$ cat src/rtl/m_axi_lite_cmd_master.sv
// AXI4-Lite master: one valid/ready command in, one AXI4-Lite single-beat transaction out,
// one valid/ready response back. Includes a per-transaction timeout for hung slaves.
module m_axi_lite_cmd_master #(
  parameter int unsigned ADDR_W  = 32,
  parameter int unsigned DATA_W  = 32,
  parameter int unsigned TIMEOUT = 1024
) (
  input  logic                  m_axi_aclk,
  input  logic                  m_axi_areset,
  // Command port
  input  logic                  cmd_valid,
  output logic                  cmd_ready,
  input  logic                  cmd_wr,
  input  logic [ADDR_W-1:0]     cmd_addr,
  input  logic [DATA_W-1:0]     cmd_wdata,
  input  logic [DATA_W/8-1:0]   cmd_strb,
  // Response port
  output logic                  rsp_valid,
  input  logic                  rsp_ready,
  output logic [DATA_W-1:0]     rsp_rdata,
  output logic [1:0]            rsp_resp,
  output logic                  rsp_timeout,
  // AW channel
  output logic [ADDR_W-1:0]     m_axi_awaddr,
  output logic [2:0]            m_axi_awprot,
  output logic                  m_axi_awvalid,
  input  logic                  m_axi_awready,
  // W channel
  output logic [DATA_W-1:0]     m_axi_wdata,
  output logic [DATA_W/8-1:0]   m_axi_wstrb,
  output logic                  m_axi_wvalid,
  input  logic                  m_axi_wready,
  // B channel
  input  logic [1:0]            m_axi_bresp,
  input  logic                  m_axi_bvalid,
  output logic                  m_axi_bready,
  // AR channel
  output logic [ADDR_W-1:0]     m_axi_araddr,
  output logic [2:0]            m_axi_arprot,
  output logic                  m_axi_arvalid,
  input  logic                  m_axi_arready,
  // R channel
  input  logic [DATA_W-1:0]     m_axi_rdata,
  input  logic [1:0]            m_axi_rresp,
  input  logic                  m_axi_rvalid,
  output logic                  m_axi_rready
);

  localparam int unsigned StrbW = DATA_W / 8;
  // Keep at least one counter bit so TIMEOUT=0 (disabled) still elaborates cleanly.
  localparam int unsigned CntW  = (TIMEOUT == 0) ? 1 : $clog2(TIMEOUT + 1);

  typedef enum logic [2:0] {
    StIdle,
    StWrReq,
    StWrResp,
    StRdReq,
    StRdData,
    StResp
  } state_e;

  state_e              state_q, state_d;
  logic [CntW-1:0]     cnt_q, cnt_d, cnt_inc;
  logic                cmd_ready_q, cmd_ready_d;
  logic                awvalid_q, awvalid_d;
  logic                wvalid_q, wvalid_d;
  logic                bready_q, bready_d;
  logic                arvalid_q, arvalid_d;
  logic                rready_q, rready_d;
  logic [ADDR_W-1:0]   awaddr_q, awaddr_d;
  logic [ADDR_W-1:0]   araddr_q, araddr_d;
  logic [DATA_W-1:0]   wdata_q, wdata_d;
  logic [StrbW-1:0]    wstrb_q, wstrb_d;
  logic                rsp_valid_q, rsp_valid_d;
  logic [DATA_W-1:0]   rsp_rdata_q, rsp_rdata_d;
  logic [1:0]          rsp_resp_q, rsp_resp_d;
  logic                rsp_timeout_q, rsp_timeout_d;

  logic                timeout_hit;
  logic                abort;
  logic                aw_done, w_done;

  assign cnt_inc     = cnt_q + CntW'(1);
  // Fires in the cycle whose increment brings the count to TIMEOUT.
  assign timeout_hit = (TIMEOUT != 0) && (cnt_inc == CntW'(TIMEOUT));

  always_comb begin
    state_d       = state_q;
    cnt_d         = cnt_q;
    awvalid_d     = awvalid_q;
    wvalid_d      = wvalid_q;
    bready_d      = bready_q;
    arvalid_d     = arvalid_q;
    rready_d      = rready_q;
    awaddr_d      = awaddr_q;
    araddr_d      = araddr_q;
    wdata_d       = wdata_q;
    wstrb_d       = wstrb_q;
    rsp_valid_d   = rsp_valid_q;
    rsp_rdata_d   = rsp_rdata_q;
    rsp_resp_d    = rsp_resp_q;
    rsp_timeout_d = rsp_timeout_q;
    abort         = 1'b0;
    aw_done       = 1'b0;
    w_done        = 1'b0;

    unique case (state_q)
      StIdle: begin
        if (cmd_valid && cmd_ready_q) begin
          cnt_d = '0;
          if (cmd_wr) begin
            state_d   = StWrReq;
            awaddr_d  = cmd_addr;
            wdata_d   = cmd_wdata;
            wstrb_d   = cmd_strb;
            awvalid_d = 1'b1;
            wvalid_d  = 1'b1;
          end else begin
            state_d   = StRdReq;
            araddr_d  = cmd_addr;
            arvalid_d = 1'b1;
          end
        end
      end
      StWrReq: begin
        cnt_d   = cnt_inc;
        // A channel counts as done if it already handshook or handshakes now.
        aw_done = !awvalid_q || m_axi_awready;
        w_done  = !wvalid_q || m_axi_wready;
        if (awvalid_q && m_axi_awready) awvalid_d = 1'b0;
        if (wvalid_q && m_axi_wready)   wvalid_d  = 1'b0;
        if (aw_done && w_done) begin
          state_d  = StWrResp;
          bready_d = 1'b1;
        end else if (timeout_hit) begin
          abort = 1'b1;
        end
      end
      StWrResp: begin
        cnt_d = cnt_inc;
        if (m_axi_bvalid) begin
          state_d       = StResp;
          bready_d      = 1'b0;
          rsp_valid_d   = 1'b1;
          rsp_resp_d    = m_axi_bresp;
          rsp_rdata_d   = '0;
          rsp_timeout_d = 1'b0;
        end else if (timeout_hit) begin
          abort = 1'b1;
        end
      end
      StRdReq: begin
        cnt_d = cnt_inc;
        if (m_axi_arready) begin
          state_d   = StRdData;
          arvalid_d = 1'b0;
          rready_d  = 1'b1;
        end else if (timeout_hit) begin
          abort = 1'b1;
        end
      end
      StRdData: begin
        cnt_d = cnt_inc;
        if (m_axi_rvalid) begin
          state_d       = StResp;
          rready_d      = 1'b0;
          rsp_valid_d   = 1'b1;
          rsp_resp_d    = m_axi_rresp;
          rsp_rdata_d   = m_axi_rdata;
          rsp_timeout_d = 1'b0;
        end else if (timeout_hit) begin
          abort = 1'b1;
        end
      end
      StResp: begin
        if (rsp_ready) begin
          state_d     = StIdle;
          rsp_valid_d = 1'b0;
        end
      end
      default: state_d = StIdle;
    endcase

    // Abandon the hung transaction: every AXI valid/ready drops next cycle.
    if (abort) begin
      state_d       = StResp;
      awvalid_d     = 1'b0;
      wvalid_d      = 1'b0;
      bready_d      = 1'b0;
      arvalid_d     = 1'b0;
      rready_d      = 1'b0;
      rsp_valid_d   = 1'b1;
      rsp_resp_d    = 2'b10;
      rsp_rdata_d   = '0;
      rsp_timeout_d = 1'b1;
    end

    cmd_ready_d = (state_d == StIdle);
  end

  always_ff @(posedge m_axi_aclk or posedge m_axi_areset) begin
    if (m_axi_areset) begin
      state_q       <= StIdle;
      cnt_q         <= '0;
      cmd_ready_q   <= 1'b0;
      awvalid_q     <= 1'b0;
      wvalid_q      <= 1'b0;
      bready_q      <= 1'b0;
      arvalid_q     <= 1'b0;
      rready_q      <= 1'b0;
      awaddr_q      <= '0;
      araddr_q      <= '0;
      wdata_q       <= '0;
      wstrb_q       <= '0;
      rsp_valid_q   <= 1'b0;
      rsp_rdata_q   <= '0;
      rsp_resp_q    <= 2'b00;
      rsp_timeout_q <= 1'b0;
    end else begin
      state_q       <= state_d;
      cnt_q         <= cnt_d;
      cmd_ready_q   <= cmd_ready_d;
      awvalid_q     <= awvalid_d;
      wvalid_q      <= wvalid_d;
      bready_q      <= bready_d;
      arvalid_q     <= arvalid_d;
      rready_q      <= rready_d;
      awaddr_q      <= awaddr_d;
      araddr_q      <= araddr_d;
      wdata_q       <= wdata_d;
      wstrb_q       <= wstrb_d;
      rsp_valid_q   <= rsp_valid_d;
      rsp_rdata_q   <= rsp_rdata_d;
      rsp_resp_q    <= rsp_resp_d;
      rsp_timeout_q <= rsp_timeout_d;
    end
  end

  assign cmd_ready     = cmd_ready_q;
  assign rsp_valid     = rsp_valid_q;
  assign rsp_rdata     = rsp_rdata_q;
  assign rsp_resp      = rsp_resp_q;
  assign rsp_timeout   = rsp_timeout_q;
  assign m_axi_awaddr  = awaddr_q;
  assign m_axi_awprot  = 3'b000;
  assign m_axi_awvalid = awvalid_q;
  assign m_axi_wdata   = wdata_q;
  assign m_axi_wstrb   = wstrb_q;
  assign m_axi_wvalid  = wvalid_q;
  assign m_axi_bready  = bready_q;
  assign m_axi_araddr  = araddr_q;
  assign m_axi_arprot  = 3'b000;
  assign m_axi_arvalid = arvalid_q;
  assign m_axi_rready  = rready_q;

endmodule

$ cat config.mk
export PLATFORM = sky130hd
export DESIGN_NAME = m_axi_lite_cmd_master
export DESIGN_NICKNAME = d
export VERILOG_FILES = /design/src/rtl/m_axi_lite_cmd_master.sv
export SDC_FILE = /design/constraint.sdc
export NUM_CORES = 1
export LEC_CHECK = 0
export ABC_AREA = 1
export BUFFER_PORTS_ARGS = -buffer_cell sky130_fd_sc_hd__buf_4
export CAP_MARGIN = 15
export CORE_MARGIN = 1
export CORE_UTILIZATION = 48
export CTS_CLUSTER_SIZE = 12
export DETAILED_ROUTE_END_ITERATION = 8
export PLACE_DENSITY = 0.85
export SYNTH_ARGS = -nofsm -noshare
export SYNTH_HDL_FRONTEND = slang
export SYNTH_SLANG_ARGS = --single-unit
$ cat constraint.sdc
create_clock -name m_axi_aclk -period 5.45 [get_ports m_axi_aclk]
set_input_delay 0.545 -clock m_axi_aclk [delete_from_list [all_inputs] [get_ports m_axi_aclk]]
set_output_delay 0.545 -clock m_axi_aclk [all_outputs]
set_load 0.02 [all_outputs]
==> flow_summary.toml, run 1 <==
[drt]
num_vias = 5970
post_drt_wl_per_cell_um = 14.4
route.detailed.drc = 0
drt-initial-drc-count = 405
viasPerCell = 4.98
wirelength_um = 17200
ant_nets = 0
dr.pass1.iters = 4

[hold_path]
hold_end = "m_axi_wdata[22]"
hold_class = "primary input to flip-flop"
hp-start = "cmd_wdata[22]"
worstHoldPathCells = 3

[outcome]
status = "finished clean"

[clock_network]
clk_pin_slew_ns = 0.06
numCtsBuffers = 17
cts-resized-gates = 0
clk_path_buf_depth = 2
root_buffer = "clkbuf_16"
cts_sinks = 156
cts.hold.buffers_added = 0
h-tree-depth = 4
cts_tree = "built"
clkLatencyLatePin_ns = 0.41
post_cts_buffers = 0

[setup_path]
cp-start-kind = "flip-flop"
r2r-start = "state_q[0]"
rrSetupSlack_ns = 2.80
reg2regPathDepth = 12
criticalPathCategory = "flip-flop to flip-flop"
endpoint_kind = "flip-flop"
r2r-end = "rsp_rdata[2]"
worstPathRequired_ns = 5.75
cp_max_fo = 36
crit_arrival_ns = 2.94

[timing]
max_freq_mhz = 378
totalNegativeSetupSlack_ns = 0
period_share_pct = 48.6
finalCriticalPeriod_ns = 2.65
rsz0062_at_grt = "no"
finalMaxSlewViolations = 0
hold_viol = 0
slew_headroom_pct = 31.9
clock_skew_ns = 0.0118
worst_pin_slew_ns = 1.02
finalSetupViolCount = 0

[place]
gp_congestion = 0.930
io_buffers = 255
hpwl_um = 11800
dpl.cell_count = 1166

[cells_and_area]
fin_nets = 1126
post_route_cells_drive_above_1_share_pct = 29.5
final_common_cell = "nand2_1"
antennaDiodeCount = 0
final_cell_mix = "nand2_1 (331), buf_4 (258), dfrtp_1 (156)"
stdcell_count = 1198
syn2layout_area_growth_pct = 40.3

[yosys]
ys_ff_latch = 156
postSynthAreaPerCell_um2 = 8.49
netlist.area_leader.share_pct = 60.1
synthCells = 765
synth.distinct_cells = 28
yosys-top-cells-area = "dfrtp_1 (60%), nand2_1 (19%), o21ai_0 (5.5%)"
synth_area_leader_cell = "dfrtp_1"
mappedNetlistArea_um2 = 6490
yosys_warnings = 0
yosysSeqAreaShare_pct = 60.1

[die]
dieArea_um2 = 14000
coreArea_um2 = 13200
die_x_um = 118
row_count = 42
top_level_ports = 262
die_h_um = 118
start_util_pct = 49.0

[job]
drv_cap = 0

[global_route]
grt_overflow = 0
antenna_found_initial = 0
grtUsageTotal_pct = 25.3
grt_pass1_vias = 5721
grt_max_degree = 116
grt_pass1_wl_um = 27900

[power_and_ir_drop]
power_density_nw_per_um2 = 633
ir_drop_v = 0.000334
cellLeakagePower_nw = 5.05
[cell usage after synthesis]
| cell type | count |
|---|---|
| a21oi_2 | 1 |
| nor2_1 | 32 |
| nand3_1 | 40 |
| nor2_4 | 3 |
| buf_6 | 2 |
| o221ai_1 | 1 |
| o22ai_1 | 8 |
| buf_4 | 6 |
| o31ai_1 | 1 |
| nor3_1 | 2 |
| o21ai_0 | 71 |
| dfrtp_1 | 156 |
| ha_1 | 2 |
| clkbuf_1 | 18 |
| nor2_2 | 1 |
| o21ai_1 | 2 |
| nand4_1 | 6 |
| nand3_2 | 1 |
| o21bai_1 | 1 |
| buf_1 | 3 |
| conb_1 | 1 |
| buf_2 | 9 |
| nand2_2 | 1 |
| nor3b_1 | 1 |
| o211ai_1 | 1 |
| inv_2 | 4 |
| nand2_1 | 331 |
| inv_1 | 60 |
[logic make-up (layout without fill, tap and decap cells)]
family,after synthesis,after routing,share of synthesized area (%)
buffers and inverters,102,354,6.65
flip-flops,156,156,60.1
AND/OR/NAND/NOR,418,418,25.8
adder cells (fa/ha/maj),2,2,0.385
other,1,6,0.0577
AO/OA/AOI/OAI,86,86,7.01
[critical path, stage by stage (launching register included)]
cell and delay [ns]:
dfrtp_1 0.44, nor2_2 0.20, nand2_2 0.15, inv_2 0.49
nand2_1 0.11, nand2_1 0.15, nor2_1 0.08, nor2_1 0.08
nand4_1 0.13, nor2_4 0.33, nor2_4 0.20, nand2_1 0.10
nand2_1 0.06
[layout make-up]
cell class | instances | area, µm²
clock inverters | 6 | 82.6
clock buffers | 25 | 515
well taps | 176 | 220
flip-flops and latches | 156 | 3900
multi-input cells | 512 | 2190
repair buffers | 259 | 1960
inverters | 64 | 245
fillers | 1083 | 4130
[per-stage QoR]
step | total power, mW | hold slack [ns] | setup slack (ns) | area, µm² | util, %
after global placement | 4.49 | 0.455 | 2.84 | 8490 | 64.1
after CTS | 5.77 | 0.314 | 2.74 | 9090 | 68.7
after floorplan | 3.46 | 0.530 | 0.698 | 6510 | -
final | 5.77 | 0.327 | 2.80 | 9110 | 68.8
after detailed placement | 4.56 | 0.459 | 2.77 | 8490 | 64.1
after global routing | 6.12 | 0.316 | 2.55 | 9110 | 68.8
[power breakdown]
part / switching, mW / internal (mW) / total (mW)
sequential: 0.337 / 1.69 / 2.03
clock: 0.441 / 0.744 / 1.18
combinational: 1.55 / 1.00 / 2.56
[worst max-delay path by stage]
stage                            start       endpoint  slack [ns]  depth (start not counted)
after global placement      state_q[0]  rsp_rdata[17]        2.84                          9
after floorplan           m_axi_areset      cmd_ready        0.70                          1
after CTS                   state_q[0]   rsp_rdata[2]        2.74                          9
after detailed placement    state_q[0]   rsp_rdata[2]        2.77                          9
after global routing        state_q[0]  rsp_rdata[13]        2.55                         12
final                       state_q[0]   rsp_rdata[2]        2.80                         12
[routing by layer]
metal | vias to the layer above | part of all wire [%] | GRT usage [%] | wire length [µm]
li1 | 2866 | - | - | -
met1 | 2795 | 41 | 30.6 | 6990
met4 | 0 | 3.6 | 12.3 | 619
met2 | 257 | 48 | 40.6 | 8360
met5 | - | 0 | 0 | 0
met3 | 52 | 7.4 | 8.45 | 1280
[flip-flops by register name, indices dropped and copies added, names as in the netlist]
register       count
m_axi_wvalid       1
state_q            3
m_axi_awvalid      1
rsp_timeout        1
m_axi_wdata       32
rsp_valid          1
m_axi_araddr      32
m_axi_rready       1
m_axi_arvalid      1
rsp_rdata         32
cnt_q             11
cmd_ready          1
rsp_resp           2
m_axi_bready       1
m_axi_awaddr      32
m_axi_wstrb        4
No activity file was read; power rests on OpenSTA's default activity.
==> inputs of run 2 (changes only) <==
--- a/config.mk
+++ b/config.mk
@@ -9,10 +9,10 @@
 export BUFFER_PORTS_ARGS = -buffer_cell sky130_fd_sc_hd__buf_4
 export CAP_MARGIN = 15
 export CORE_MARGIN = 1
-export CORE_UTILIZATION = 48
+export CORE_UTILIZATION = 44
 export CTS_CLUSTER_SIZE = 12
 export DETAILED_ROUTE_END_ITERATION = 8
-export PLACE_DENSITY = 0.85
+export PLACE_DENSITY = 0.83
 export SYNTH_ARGS = -nofsm -noshare
 export SYNTH_HDL_FRONTEND = slang
 export SYNTH_SLANG_ARGS = --single-unit
==> constraint.sdc (replaced) <==
create_clock -name m_axi_aclk -period 2.3 [get_ports m_axi_aclk]
set_input_delay 0.23 -clock m_axi_aclk [delete_from_list [all_inputs] [get_ports m_axi_aclk]]
set_output_delay 0.23 -clock m_axi_aclk [all_outputs]
set_load 0.02 [all_outputs]
==> run 2 against run 1 <==
Effect of this change: the flow now finishes with violations (negative hold slack); largest power group unchanged; setup slack got worse by 2.6 ns; via count decreased by 2.1%; total power increased by 140%; critical endpoint is now m_axi_araddr[23].
==> flow_summary.toml, run 2 (synthesized netlist as in run 1, its figures left out) <==
[outcome]
status = "finished, violations left"
violations = "negative hold slack"

[setup_path]
crit_arrival_ns = 2.31
endpoint_kind = "flip-flop"
r2r-start = "state_q[2]"
criticalPathCategory = "flip-flop to flip-flop"
worstPathRequired_ns = 2.55
cp_max_fo = 59
rrSetupSlack_ns = 0.23
reg2regPathDepth = 7
r2r-end = "m_axi_araddr[23]"
cp-start-kind = "flip-flop"

[power_and_ir_drop]
power_density_nw_per_um2 = 1500
cellLeakagePower_nw = 5.14
total_power_mw = 14.0
ir_drop_v = 0.000903

[timing]
finalCriticalPeriod_ns = 2.07
finalMaxSlewViolations = 0
timing.hold.ws_ns = -0.0292
slew_headroom_pct = 41.0
worst_pin_slew_ns = 0.884
clock_skew_ns = 0.00941
totalNegativeSetupSlack_ns = 0
period_share_pct = 89.8
max_freq_mhz = 484
hold_viol = 30
finalSetupViolCount = 0
rsz0062_at_grt = "no"

[die]
top_level_ports = 262
dieArea_um2 = 15200
die_h_um = 123
die_x_um = 123
start_util_pct = 44.8
coreArea_um2 = 14500
row_count = 44

[drt]
wirelength_um = 16800
viasPerCell = 4.78
ant_nets = 0
post_drt_wl_per_cell_um = 13.8
dr.pass1.iters = 5
drt-initial-drc-count = 269
num_vias = 5844
route.detailed.drc = 0

[place]
io_buffers = 255
place_area_um2 = 8610
gp_congestion = 0.872
hpwl_um = 11900
dpl.cell_count = 1184

[cells_and_area]
syn2layout_area_growth_pct = 43.6
antennaDiodeCount = 0
stdcell_area_um2 = 9320
fin_nets = 1141
final_cell_mix = "nand2_1 (331), buf_4 (266), dfrtp_1 (156)"
final_common_cell = "nand2_1"
stdcell_count = 1222
post_route_cells_drive_above_1_share_pct = 30.2

[job]
drv_cap = 0

[global_route]
antenna_found_initial = 0
grt_pass1_vias = 5653
grtUsageTotal_pct = 23.1
grt_pass1_wl_um = 27000
grt_max_degree = 104
grt_overflow = 0

[clock_network]
root_buffer = "clkbuf_16"
cts_tree = "built"
post_cts_buffers = 0
cts_sinks = 156
clk_path_buf_depth = 2
clkLatencyLatePin_ns = 0.42
numCtsBuffers = 17
h-tree-depth = 4
clk_pin_slew_ns = 0.07

[hold_path]
hold_class = "primary input to asynchronous set/reset pin"
[run 2: worst max path at each step]
stage          depth (start not counted)          endpoint    startpoint  slack, ns
6_report                               7  m_axi_araddr[23]    state_q[2]       0.23
5_1_grt                               12     m_axi_awvalid      cnt_q[0]       0.02
4_1_cts                                7  m_axi_araddr[23]    state_q[2]       0.24
3_5_place_dp                           7  m_axi_araddr[23]    state_q[2]       0.25
3_3_place_gp                          12     m_axi_awvalid      cnt_q[0]       0.36
2_1_floorplan                          1         cmd_ready  m_axi_areset        0.1
[run 2: per-stage QoR]
stage	setup slack (ns)	hold slack (ns)	utilization, %
floorplan	0.0971	0.347	-
finish	0.234	-0.0292	64.4
global placement	0.358	0.431	59.4
detailed placement	0.249	0.435	59.4
global route	0.0173	0.00968	64.4
CTS	0.243	0.000948	64.4
[run 2: power by group]
group	switching, mW	internal (mW)	total (mW)
sequential	0.779	4.00	4.78
clock	1.12	1.97	3.08
combinational	3.66	2.45	6.11
total	5.56	8.42	14.0
[run 2: what timing repair did]
action,4_1_cts,5_1_grt
endpoints found under the hold margin,6,0
setup endpoints to repair,0,2
hold buffers,6,0
gates resized for setup,0,1
[run 2: routing by layer]
layer | up-vias | wire length [µm] | track usage (%)
met5 | - | 0 | 0
met4 | 0 | 355 | 8.28
met3 | 24 | 1300 | 8.07
met2 | 199 | 8250 | 38.8
met1 | 2721 | 6920 | 27.4
li1 | 2900 | - | -
[run 2: cell type report]
| class | instances | area [µm²] |
|---|---|---|
| Timing Repair Buffer | 274 | 2100 |
| Fill cell | 1189 | 5150 |
| Inverter | 64 | 244 |
| Clock buffer | 19 | 443 |
| Tap cell | 184 | 230 |
| Multi-Input combinational cell | 512 | 2190 |
| Sequential cell | 156 | 3900 |
| Clock inverter | 13 | 211 |
[run 2: critical path: stages (launching register included)]
cell	delay [ns]
dfrtp_1	0.42
inv_1	0.12
nand2_1	0.24
nor2_1	0.09
inv_2	0.13
nor2_4	0.05
inv_2	0.62
o21ai_0	0.23
